--- config.mk ---
export PLATFORM = sky130hd
export DESIGN_NAME = fetch_stage
export DESIGN_NICKNAME = d
export VERILOG_FILES = /design/src/rtl/fetch_stage.sv
export SDC_FILE = /design/constraint.sdc
export NUM_CORES = 1
export LEC_CHECK = 0
export ABC_AREA = 0
export BUFFER_PORTS_ARGS = -buffer_cell sky130_fd_sc_hd__buf_4
export CAP_MARGIN = 20
export CORE_MARGIN = 2
export CORE_UTILIZATION = 42
export CTS_CLUSTER_DIAMETER = 50
export DETAILED_ROUTE_END_ITERATION = 12
export PLACE_DENSITY = 0.65
export RECOVER_POWER = 25
export SYNTH_ARGS = -nofsm -noshare
export SYNTH_HDL_FRONTEND = slang
export SYNTH_SLANG_ARGS = --single-unit
--- constraint.sdc ---
create_clock -name clk -period 9.35 [get_ports clk]
set_input_delay 1.87 -clock clk [delete_from_list [all_inputs] [get_ports clk]]
set_output_delay 1.87 -clock clk [all_outputs]
set_load 0.02 [all_outputs]
--- src/rtl/fetch_stage.sv ---
// fetch_stage: PC register, held icache request and 2-entry instruction FIFO toward decode
module fetch_stage #(
    parameter logic [31:0] RESET_PC  = 32'h0000_0000,
    parameter int          WORD_SIZE = 32
) (
    input  logic                 clk,
    input  logic                 reset,
    output logic [31:0]          icache_addr,
    output logic                 icache_valid,
    input  logic                 icache_hit,
    input  logic [WORD_SIZE-1:0] icache_data,
    input  logic                 redirect_valid,
    input  logic [31:0]          redirect_pc,
    output logic                 out_valid,
    input  logic                 out_ready,
    output logic [WORD_SIZE-1:0] out_instr,
    output logic [31:0]          out_pc,
    output logic [31:0]          miss_cycles
);
    typedef enum logic [1:0] {IDLE, REQ, HOLD} state_t;
    state_t               state_q, state_d;
    logic [31:0]          pc_q, pc_d;
    logic [WORD_SIZE-1:0] instr_q [2];
    logic [31:0]          pcs_q [2];
    logic                 rd_q, wr_q;
    logic [1:0]           count_q, count_d;
    logic [31:0]          miss_q;
    logic                 push, pop;
    // a redirect swallows both the hit and the pop of its cycle
    assign push = (state_q == REQ) && icache_hit && !redirect_valid;
    assign pop  = (count_q != 2'd0) && out_ready && !redirect_valid;
    assign count_d = redirect_valid ? 2'd0 : count_q + {1'b0, push} - {1'b0, pop};
    // next state and next PC; redirect has priority over everything
    always_comb begin
        state_d = state_q;
        pc_d    = pc_q;
        if (redirect_valid) begin
            state_d = REQ;
            pc_d    = {redirect_pc[31:2], 2'b00};
        end else begin
            case (state_q)
                IDLE: state_d = REQ;
                REQ: begin
                    if (icache_hit) begin
                        pc_d    = pc_q + 32'd4;
                        state_d = (count_d == 2'd2) ? HOLD : REQ;
                    end
                end
                HOLD:    state_d = pop ? REQ : HOLD;
                default: state_d = IDLE;
            endcase
        end
    end
    // state, PC, FIFO storage/pointers and miss counter
    always_ff @(posedge clk or posedge reset) begin
        if (reset) begin
            state_q    <= IDLE;
            pc_q       <= RESET_PC;
            instr_q[0] <= '0;
            instr_q[1] <= '0;
            pcs_q[0]   <= '0;
            pcs_q[1]   <= '0;
            rd_q       <= 1'b0;
            wr_q       <= 1'b0;
            count_q    <= 2'd0;
            miss_q     <= '0;
        end else begin
            state_q <= state_d;
            pc_q    <= pc_d;
            count_q <= count_d;
            if (state_q == REQ && !icache_hit) miss_q <= miss_q + 32'd1;
            if (redirect_valid) begin
                rd_q <= 1'b0;
                wr_q <= 1'b0;
            end else begin
                if (push) begin
                    instr_q[wr_q] <= icache_data;
                    pcs_q[wr_q]   <= pc_q;
                    wr_q          <= ~wr_q;
                end
                if (pop) rd_q <= ~rd_q;
            end
        end
    end
    assign icache_addr  = pc_q;
    assign icache_valid = (state_q == REQ);
    assign out_valid    = (count_q != 2'd0);
    assign out_instr    = instr_q[rd_q];
    assign out_pc       = pcs_q[rd_q];
    assign miss_cycles  = miss_q;
endmodule

==> key figures <==
GRT
  – Global-route wire length before repair: 33,100 um
  – Met2 Usage GRT: 29.4%
  – Largest net degree at the start of global routing: 120
  – Vias in the first global route: 6,217
  – Total global-route track usage: 18.6%
  – Met3 Resource Use GR: 2.87%
  – GR Layer Usage met1: 26.5%
  – Global-route congestion overflow total: 0
  – GR peak layer: met2
  – Initial antenna violation count: 0

Synth
  – Area leader, netlist: dfrtp_1
  – Syn Area/Cell: 12.4 um^2
  – Synthesized instance count: 720
  – Yosys cell types: 47
  – Ys flop type: dfrtp_1
  – Synth top area cells: dfrtp_1 54%, mux2_2 23%, xnor2_1 3.7%
  – Seq cells post-synth: 192
  – Async SR Flop Fraction: 100%
  – Synth Warn #: 0
  – Register area share after synthesis: 53.7%
  – Post-synth top area share: 53.7%
  – Post-Syn Area: 0.00894 mm^2
  – Count of flip-flops with a built-in enable after synthesis: 0

Clock network
  – Post-CTS setup buffer count: 0
  – Clock Sinks: 192
  – CTS tree: built
  – Clock latency at the later pin of the worst-skew pair: 0.43 ns
  – Clk slew on worst S/H paths: 0.07 ns
  – Inserted Clock Buffers: 17
  – Root buf cell: clkbuf_16
  – Post-cts resize count: 0
  – Hold buffer count at CTS: 0
  – Maximum buffer depth of the clock tree: 2
  – H-tree depth: 4

Die
  – Die height: 150 um
  – Site row count: 53
  – Ports: 199
  – Starting Density: 42.7%
  – Core area: 0.0210 mm^2
  – Die area: 0.0225 mm^2
  – Die width: 150 um

Setup path
  – CP cell instances: clkbuf_4 > clkinvlp_2
  – Crit Path Category: in -> async
  – CP Launch Point: reset
  – Arrival @ worst endpoint: 4.98 ns
  – CP required: 8.60 ns
  – CP endpoint kind: async pin
  – Setup crit start kind: primary input
  – Worst Path Max Fanout: 119
  – Worst path max stage delay: 2.92 ns
  – Critical path buffer and inverter count: 2
  – Worst R2R Start: state_q[1]$_DFFE_PP0P_
  – CP top delay family: buffers and inverters
  – Slowest cell on the critical path: clkinvlp_2

STA
  – Setup Viol. Count Final: 0
  – Worst Skew: 0.0122 ns
  – Setup TNS: 0 ns
  – Fin crit period: 5.72 ns
  – Pins Over Slew Limit: 120
  – FMAX: 175 MHz
  – Worst-Margin Slew: 5.27 ns
  – Final Hold Viols: 0
  – Slew HR: -253%
  – Final Cycle Share: 61.2%
  – RSZ-0062 raised after global routing: no

Layout
  – Leading cell types in the layout, fill and taps excluded: 194 x buf_4, 191 x dfrtp_1, 181 x mux2_2, 38 x nand2_1, 38 x xnor2_1
  – Layout cells sized above 1: 46.0%
  – Final Util: 53.3%
  – Nets: 966
  – Layout area overhead: 25.0%
  – Ant. Diodes: 0
  – Commonest non-fill, non-tap cell in the layout: buf_4

Min path
  – Worst min path class: reg -> reg
  – Hold Startpoint: pcs_q[18]$_DFFE_PP0P_

Detailed routing
  – Routed vias/inst: 5.28
  – Detailed-route DRC error count: 0
  – Vias: 6,233
  – Post-DRT Antenna Nets: 0
  – DR WL/cell: 17.3 um
  – 1st-pass router iterations: 6
  – DR iter-0 viols: 365
  – WL final: 20,400 um

Placed design
  – Port bufs: 192
  – Post-DP HPWL: 13,800 um
  – Final Wtd Congestion: 0.768

Run status
  – Failing checks: capacitance limit, slew limit
  – Status: finished with violations

Power and ir drop
  – PD cells: 263 mW/mm^2
  – LEAKAGE: 4.89 nW
  – Peak supply drop: 147 uV

Job
  – Max_cap viols: 1
logic make-up after synthesis:
| kind of cell | Yosys count | synth area share, % |
|---|---|---|
| AO/OA/AOI/OAI | 57 | 4.18 |
| adder cells (fa/ha/maj) | 4 | 0.560 |
| buffers and inverters | 59 | 2.85 |
| XOR/XNOR | 45 | 4.41 |
| AND/OR/NAND/NOR | 180 | 11.3 |
| multiplexers | 182 | 22.9 |
| other | 1 | 0.0419 |
| flip-flops | 192 | 53.7 |
final timing paths:
path / end / slack [ns] / cells after the start
min: pcs_q[18]$_DFFE_PP0P_ / 0.48 / 2
max: rd_q$_DFFE_PP0P_ / 3.63 / 2
max in group clk: pcs_q[49]$_DFFE_PP0P_ / 4.76 / 6
min in group asynchronous: miss_cycles[4]$_DFFE_PP0P_ / 3.08 / 2
max reg2reg: pcs_q[49]$_DFFE_PP0P_ / 6.28 / 5
min reg2reg: pcs_q[18]$_DFFE_PP0P_ / 0.48 / 2
registers in the layout, indices dropped and copies added, names as in the netlist:
register     flops
pcs_q           60
instr_q         64
icache_addr     30
miss_cycles     32
wr_q             1
rd_q             1
count_q          2
state_q          2
power breakdown:
group          switching, mW  internal (mW)  total (mW)
clock network          0.333          0.401       0.734
registers              0.160           1.09        1.25
logic                  0.451          0.514       0.965
total                  0.943           2.00        2.94
cell type report:
type                            instances  area [um^2]
Tap cell                              275          344
Fill cell                            1884         9780
Timing Repair Buffer                  197         1480
Inverter                               13         50.0
Multi-Input combinational cell        472         3910
Clock inverter                         13          153
Clock buffer                           19          433
Sequential cell                       192         4810
stage by stage:
| step | instances | power [mW] | hold WS [ns] | worst slack [ns] | area (um^2) |
|---|---|---|---|---|---|
| 3_3_place_gp | 1149 | 2.21 | 0.458 | 4.27 | 10600 |
| 6_report | 1181 | 2.94 | 0.479 | 3.63 | 11200 |
| 2_1_floorplan | 723 | 1.87 | 0.444 | 2.25 | 8950 |
| 4_1_cts | 1181 | 2.98 | 0.484 | 4.64 | 11200 |
| 5_1_grt | 1181 | 3.11 | 0.511 | 2.62 | 11200 |
| 3_5_place_dp | 1149 | 2.24 | 0.468 | 4.19 | 10600 |
cells in the mapped netlist (all sizes together) (5+ instances only):
cell,instances
dfrtp,192
mux2,181
nand2,38
xnor2,38
nand3,28
buf,26
nor2,25
nand4,23
clkbuf,20
o21ai,20
or4,17
inv,13
a31oi,12
o31ai,11
and4,9
and3,8
nor4,7
xor2,7
and2,6
nor3,5
per-layer routing:
metal	routed length (um)	up-vias
met1	9880	3133
met3	726	15
met4	246	0
met5	0	-
li1	-	2954
met2	9570	131
No activity file was read; power rests on OpenSTA's default activity.
